===== src/rtl/alu6_result_fifo.sv =====
// alu6_result_fifo: small result queue behind the 6-bit bitwise units.
// Each entry holds the producer opcode tag, the 6-bit result and the
// zero/ones flags, which are computed once at push time.
// Optional build macro: ALU6_RESULT_PARITY_EN adds the out_par port and a
// stored even-parity bit per entry.
//
// Handshake: a transfer happens on a rising clk edge when valid && ready
// are both high on that side. in_ready depends only on registered count,
// so it never combinationally follows out_ready. Head data is driven while
// out_valid is high, stays stable until popped, and reads 0 otherwise.
module alu6_result_fifo #(
  parameter int DEPTH = 4
) (
  input  logic                       clk,
  input  logic                       rst_n,
  input  logic                       in_valid,
  input  logic [2:0]                 in_op,
  input  logic [5:0]                 in_res,
  output logic                       in_ready,
  output logic                       out_valid,
  input  logic                       out_ready,
  output logic [2:0]                 out_op,
  output logic [5:0]                 out_res,
  output logic                       out_zero,
  output logic                       out_ones,
`ifdef ALU6_RESULT_PARITY_EN
  output logic                       out_par,
`endif
  output logic [$clog2(DEPTH):0]     count
);

  localparam int AW    = $clog2(DEPTH);
  localparam int CNT_W = AW + 1;

  logic [2:0]    op_mem   [DEPTH];
  logic [5:0]    res_mem  [DEPTH];
  logic          zero_mem [DEPTH];
  logic          ones_mem [DEPTH];
`ifdef ALU6_RESULT_PARITY_EN
  logic          par_mem  [DEPTH];
`endif

  logic [AW-1:0] wr_ptr;
  logic [AW-1:0] rd_ptr;
  logic          push;
  logic          pop;

  assign in_ready  = (count < CNT_W'(DEPTH));
  assign out_valid = (count != '0);
  assign push      = in_valid && in_ready;
  assign pop       = out_valid && out_ready;

  // Pointers and occupancy; pointers wrap naturally since DEPTH is a power of two.
  always_ff @(posedge clk or negedge rst_n) begin
    if (!rst_n) begin
      wr_ptr <= '0;
      rd_ptr <= '0;
      count  <= '0;
    end else begin
      if (push) wr_ptr <= wr_ptr + AW'(1);
      if (pop)  rd_ptr <= rd_ptr + AW'(1);
      case ({push, pop})
        2'b10:   count <= count + CNT_W'(1);
        2'b01:   count <= count - CNT_W'(1);
        default: count <= count;
      endcase
    end
  end

  // Entry storage; not reset, stale contents are unreachable once count is 0.
  always_ff @(posedge clk) begin
    if (push) begin
      op_mem[wr_ptr]   <= in_op;
      res_mem[wr_ptr]  <= in_res;
      zero_mem[wr_ptr] <= (in_res == 6'h00);
      ones_mem[wr_ptr] <= (in_res == 6'h3F);
`ifdef ALU6_RESULT_PARITY_EN
      par_mem[wr_ptr]  <= ^in_res;
`endif
    end
  end

  // Head presentation, forced to 0 when the queue is empty.
  always_comb begin
    out_op   = '0;
    out_res  = '0;
    out_zero = 1'b0;
    out_ones = 1'b0;
`ifdef ALU6_RESULT_PARITY_EN
    out_par  = 1'b0;
`endif
    if (out_valid) begin
      out_op   = op_mem[rd_ptr];
      out_res  = res_mem[rd_ptr];
      out_zero = zero_mem[rd_ptr];
      out_ones = ones_mem[rd_ptr];
`ifdef ALU6_RESULT_PARITY_EN
      out_par  = par_mem[rd_ptr];
`endif
    end
  end

endmodule


===== config.mk =====
export PLATFORM = sky130hd
export DESIGN_NAME = alu6_result_fifo
export DESIGN_NICKNAME = d
export VERILOG_FILES = /design/src/rtl/alu6_result_fifo.sv
export SDC_FILE = /design/constraint.sdc
export NUM_CORES = 1
export LEC_CHECK = 0
export CAP_MARGIN = 15
export CELL_PAD_IN_SITES_DETAIL_PLACEMENT = 1
export CELL_PAD_IN_SITES_GLOBAL_PLACEMENT = 1
export CORE_MARGIN = 2
export CORE_UTILIZATION = 40
export CTS_CLUSTER_DIAMETER = 120
export DETAILED_ROUTE_END_ITERATION = 16
export PLACE_DENSITY = 0.8
export SLEW_MARGIN = 20
export SYNTH_ARGS = -nofsm -noshare
export SYNTH_HDL_FRONTEND = slang
export SYNTH_SLANG_ARGS = --single-unit

===== constraint.sdc =====
create_clock -name clk -period 1.7 [get_ports clk]
set_input_delay 0.255 -clock clk [delete_from_list [all_inputs] [get_ports clk]]
set_output_delay 0.255 -clock clk [all_outputs]
set_load 0.02 [all_outputs]

Word level (Yosys, flattened, before mapping):

Memories as Yosys holds them, arrays and structs flattened.
Index checks and enable logic that the tools add are counted.

* flip-flop bits (word level): 7
* memory bits (writable): 44
* input port bits: 13
* output and inout bits: 16
* word-level logic and storage cells: 27
* memories: 4

* add/subtract/negate cells: 4
* order comparisons: 1
* equal/unequal tests: 3
* mux-type cells: 7
* reductions and logical operators: 5

Memories
* res_mem: depth 4, width 6, read ports 1, clocked after Yosys merged registers in 0, wr ports 1, line 36 `logic [5:0] res_mem [DEPTH];`
* op_mem: depth 4, width 3, read ports 1, clocked after Yosys merged registers in 0, wr ports 1, line 35 `logic [2:0] op_mem [DEPTH];`
* ones_mem: depth 4, width 1, read ports 1, clocked after Yosys merged registers in 0, wr ports 1, line 38 `logic ones_mem [DEPTH];`
* zero_mem: depth 4, width 1, read ports 1, clocked after Yosys merged registers in 0, wr ports 1, line 37 `logic zero_mem [DEPTH];`

Operators with widths (number)
* equality test 6 bit, second input constant: 1
* logical NOT 6 bit: 1
* 2-to-1 mux 6 bit: 1
* case mux 3 bit (2 select lines): 1
* adder 2 x 1 -> 2 bit, second input constant: 2
* 2-to-1 mux 1 bit: 4
* adder 3 x 1 -> 3 bit, second input constant: 1
* less-than comparator 3 bit, second input constant: 1
* 2-to-1 mux 3 bit: 1
* nonzero test 3 bit: 1
* subtractor 3 x 1 -> 3 bit, second input constant: 1
* equality test 2 x 1 -> 1 bit, second input constant: 1
* equality test 2 bit, second input constant: 1
* logical AND 1 bit: 2
* nonzero test 2 bit: 1

Logic depth before layout (Yosys ltp):

* depth in word-level cells: 4
* gate-level depth with buffers: 9
* gate-level depth less buffers: 8

Least setup slack after synthesis:

OpenSTA, ideal clock, no wires.

* path kind: reg-to-reg
* start point: register count[0]
* end point: register count[2]
* setup time: 128 ps
* arrival: 1819 ps
* data required time: 1572 ps
* path slack: -246 ps
* stages on the path, launching flop included: 9
* buffers on the path: 0
* clock period less this slack: 1946 ps
* cells stage by stage: dfrtp_1 or3_1 and2_1 ha_1 inv_1 fa_1 xor2_1 nor2_1 xnor2_1

* longest elaborated chain between the ends: 4
* elaborated cells on any way between the ends: 10
* those cells by class: add/sub: 2; order compare: 1; eq/ne: 2; mux: 1; reduce/logical: 4

RTL lines
* start: declaration: line 29 `output logic [$clog2(DEPTH):0] count`
* start signal: assignment: line 63 `2'b10: count <= count + CNT_W'(1);`
* start signal: assignment: line 64 `2'b01: count <= count - CNT_W'(1);`
* start signal: assignment: line 65 `default: count <= count;`
* nonzero test 3 bit (*): line 49 `assign out_valid = (count != '0);`
* logical AND 1 bit (*): line 51 `assign pop = out_valid && out_ready;`
* net pop: line 46 `logic pop;`
* equality test 2 x 1 -> 1 bit / equality test 2 bit (equally long branches): line 62 `case ({push, pop})`
* case mux 3 bit (2 select lines) / nonzero test 2 bit (equally long branches)

Mark *: on every way through the listed nets, which the timed path passes. The rest lies on a longest branch.
A chain may end at the register's enable or synchronous reset.

Final worst setup path:

* start point: register rd_ptr[0]
* end point: output out_op[2]

* longest elaborated chain between the ends: 2

RTL lines
* start: declaration: line 44 `logic [AW-1:0] rd_ptr;`
* start signal: assignment: line 61 `if (pop) rd_ptr <= rd_ptr + AW'(1);`
* memory (4 x 3 bit)
* 2-to-1 mux 3 bit: line 92 `if (out_valid) begin`
* end: declaration: line 22 `output logic [2:0] out_op,`

No other way between the ends.

==> run summary <==
The starting density of the core came out at 41.3%. The region available for standard cell placement spans 5110 um2. Counting I/O delays and the setup requirement, the final critical path takes 1.88 ns. After detailed routing, the average wire length per cell comes to 18.0 um. The number of antenna-violating nets in the routed design is 0. After filler insertion, the fill cell instance count of the layout stands at 490. STA classifies the critical path endpoint as an output pin. The critical-path maximum fanout is 6. The first-pass iteration count of the detailed router came out at 4.

The clock tree buffer depth came out at 2. Each instance of the synthesized netlist takes up on average 18.6 um2. The type of the worst setup path is flip-flop to output pin.

The number of antenna violations at the first check in global routing came out at 0. The number of buffers created by CTS is 5. The post-route setup TNS is -2.17 ns.

The headroom to the max-slew limit came out at 74.9%. Entering global routing, the biggest net connects 15 pins. For this design the ratio of total power to cell area is 1740 nW/um2.

STA classifies the critical path startpoint as a flip-flop. The count of routing violations after the opening detailed-route iteration is 58. The leakage component of the power is 1.06 nW. Among all flip-flop cells after synthesis, the most frequent one is sky130_fd_sc_hd__edfxtp_1.

From bottom edge to top edge, the die measures 76.6 um. The count of standard-cell rows came out at 26. The number of remaining DRC errors came out at 0. The detail-routed via count per cell is 4.80. After clock tree synthesis, the flow added hold-fix buffers numbering 0. The number of nets at the end of the flow is 189. The synthesized netlist contains 23 unique library cells. The sequential cell area fraction in the yosys report is 71.0%. The register clock-pin slew on the reported worst setup and hold paths is 0.08 ns. The total overflow left after global routing is 0. The number of enable-type register cells in the synthesized netlist came out at 44. The flow ran to the end, but the final reports show violations.

The cell area that synthesis handed to floorplanning was 2110 um2. The later pin in the worst-skew pair is clocked with a latency of 0.29 ns. In the synthesized netlist the async set-or-reset flop fraction comes to 13.7%.

The worst path arrival time is 1.62 ns. The number of failing hold endpoints at the final stage came to 0. The worst-case IR drop observed on VDD is 0.000703 V. The number of instances in the synthesized netlist came out at 113.

The relative area change from synthesis to final layout came out at 35.1%. Global routing used 16.0% of the available tracks. The number of max-slew violations in the final report is 0. The number of clock sinks came out at 51. The setup skew after layout is 0.00434 ns. Across all setup checks in the final design, the least slack found is -0.176 ns. In the post-synthesis netlist, the cell with the most instances is sky130_fd_sc_hd__edfxtp_1. The checks that failed: negative setup slack. Ranked by total cell area, the synthesized netlist is headed by sky130_fd_sc_hd__edfxtp_1 (63%), sky130_fd_sc_hd__mux4_2 (8.6%), sky130_fd_sc_hd__dfrtp_1 (8.3%), sky130_fd_sc_hd__and2_1 (4.8%), sky130_fd_sc_hd__mux4_1 (3.7%).

The number of global-route vias before repair is 1293. The diode insertion count for antenna repair is 0. The number of levels in the clock H-tree came out at 2.

Yosys printed 0 warnings. The count of final setup violators is 14. The biggest area contributor in the post-synthesis netlist is sky130_fd_sc_hd__edfxtp_1. STA puts the critical path data required time at 1.44 ns.

The final weighted congestion of routability-driven global placement came out at 0.753. The total power after layout came out at 4.96 mW. In this run the worst hold path is classified as input port to async pin. The fraction of final layout cells sized beyond drive strength 1 is 43.9%. The first-pass GRT wire length is 6920 um. The number of buffers added on ports came out at 28. Wires add up to 4330 um. The die is 76.6 um wide.

Counting instances in the post-synthesis netlist gives the leading cell types as sky130_fd_sc_hd__edfxtp_1 (44), sky130_fd_sc_hd__and2_1 (16), sky130_fd_sc_hd__mux4_2 (8). Setup repair after global routing could not meet its margin everywhere. The net count after synthesis is 132. TritonCTS built the clock tree. The max-cap check violation count came out at 0. The root buffer selected by CTS is sky130_fd_sc_hd__clkbuf_8. The floorplan step defined a die boundary enclosing 5860 um2. In this run, synthesis produced a sequential element count of 51.

In the finished design, the share of the clock period the worst path needs comes to 110%. The maximum operating frequency is 533 MHz. The actual transition at the worst max-transition pin is 0.375 ns.

The top cell type by area accounts for 62.7% of the synthesized area. The number of I/O pins is 29. The wire-length estimate of the detail-placed layout is 3120 um. The total via count after detailed routing is 1158.
==> where the power goes <==
| group | switching [mW] | total, mW | internal (mW) | leakage (nW) |
|---|---|---|---|---|
| Sequential | 0.0977 | 1.71 | 1.61 | 0.482 |
| Clock | 0.356 | 0.645 | 0.289 | 0.0422 |
| Combinational | 1.15 | 2.61 | 1.45 | 0.539 |
==> metrics by stage <==
step	hold WS (ns)	worst slack (ns)	cell area, um2	instances	utilization (%)
after floorplan	-0.0406	-0.117	2130	113	-
after global placement	0.550	-0.312	2680	228	52.5
after detailed placement	0.564	-0.333	2680	228	52.5
after CTS	0.239	-0.197	2820	239	55.2
after global routing	0.234	-0.258	2850	241	55.7
final	0.239	-0.176	2850	241	55.7
==> registers in the layout, indices dropped and copies added, names as in the netlist <==
register / count
wr_ptr: 2
res_mem: 24
count: 3
zero_mem: 4
rd_ptr: 2
op_mem: 12
ones_mem: 4
==> worst max-delay path, stage by stage, from the launching register on <==
cell,delay (ns)
sky130_fd_sc_hd__dfrtp_1,0.39
sky130_fd_sc_hd__buf_6,0.15
sky130_fd_sc_hd__mux4_2,0.51
sky130_fd_sc_hd__and2_4,0.16
sky130_fd_sc_hd__buf_6,0.12
==> cell usage in the layout (no fill, tap or decap), types with 2 or more instances in the layout <==
cell	Yosys	routed
sky130_fd_sc_hd__buf_4	0	20
sky130_fd_sc_hd__inv_1	7	6
sky130_fd_sc_hd__nand2_1	2	2
sky130_fd_sc_hd__dfrtp_2	0	2
sky130_fd_sc_hd__buf_12	0	4
sky130_fd_sc_hd__edfxtp_1	44	44
sky130_fd_sc_hd__ha_1	5	4
sky130_fd_sc_hd__dfrtp_1	7	5
sky130_fd_sc_hd__and2_1	16	4
sky130_fd_sc_hd__clkbuf_1	2	2
sky130_fd_sc_hd__buf_6	1	13
sky130_fd_sc_hd__clkbuf_8	0	5
sky130_fd_sc_hd__clkdlybuf4s50_1	0	14
sky130_fd_sc_hd__and2_4	0	12
sky130_fd_sc_hd__xnor2_1	4	4
sky130_fd_sc_hd__mux4_2	8	11
==> timing repair <==
item | 4_1_cts | 5_1_grt
buffers inserted | 3 | 2
resized for setup | 87 | 3
pin swaps | 12 | 2
endpoints found under the setup margin | 15 | 15
==> cell type report <==
cell class                 instances  area (um2)  share of cell area [%]
clock buffer                       7        76.3                    2.68
inverter                           7        26.3                   0.923
timing repair buffer              54         543                    19.1
tap                               70        87.6                    3.08
clock inverter                     1        5.00                   0.176
multi-input combinational         51         609                    21.4
sequential                        51        1500                    52.7
==> metal layers <==
| layer | track usage, % | share of wire [%] | routed length [um] | vias up |
|---|---|---|---|---|
| li1 | - | - | - | 533 |
| met1 | 18.3 | 40 | 1730 | 604 |
| met2 | 29.7 | 57 | 2470 | 19 |
| met3 | 4.38 | 2.8 | 122 | 2 |
| met4 | 3.82 | 0.37 | 16 | 0 |
| met5 | 0 | 0 | 0 | - |
==> kinds of logic after synthesis <==
family | after synthesis | share of synthesized area [%]
buf+inv | 11 | 2.38
simple gates | 26 | 7.19
fa+ha+maj | 6 | 3.92
mux | 12 | 12.8
flops | 51 | 71.0
xor+xnor | 6 | 2.49
compound gates | 1 | 0.237
==> final timing paths <==
| check | cells after the start | to | startpoint | slack, ns |
|---|---|---|---|---|
| setup / recovery | 4 | out_op[2] | rd_ptr[0] | -0.18 |
| min in group clk | 2 | count[0] | count[0] | 0.58 |
| hold reg to reg | 2 | count[0] | count[0] | 0.58 |
| setup reg to reg | 8 | count[2] | count[1] | -0.16 |
| hold / removal | 1 | rd_ptr[0] | rst_n | 0.24 |
| max in group asynchronous | 1 | count[1] | rst_n | 1.17 |
No activity file was read; power rests on OpenSTA's default activity.
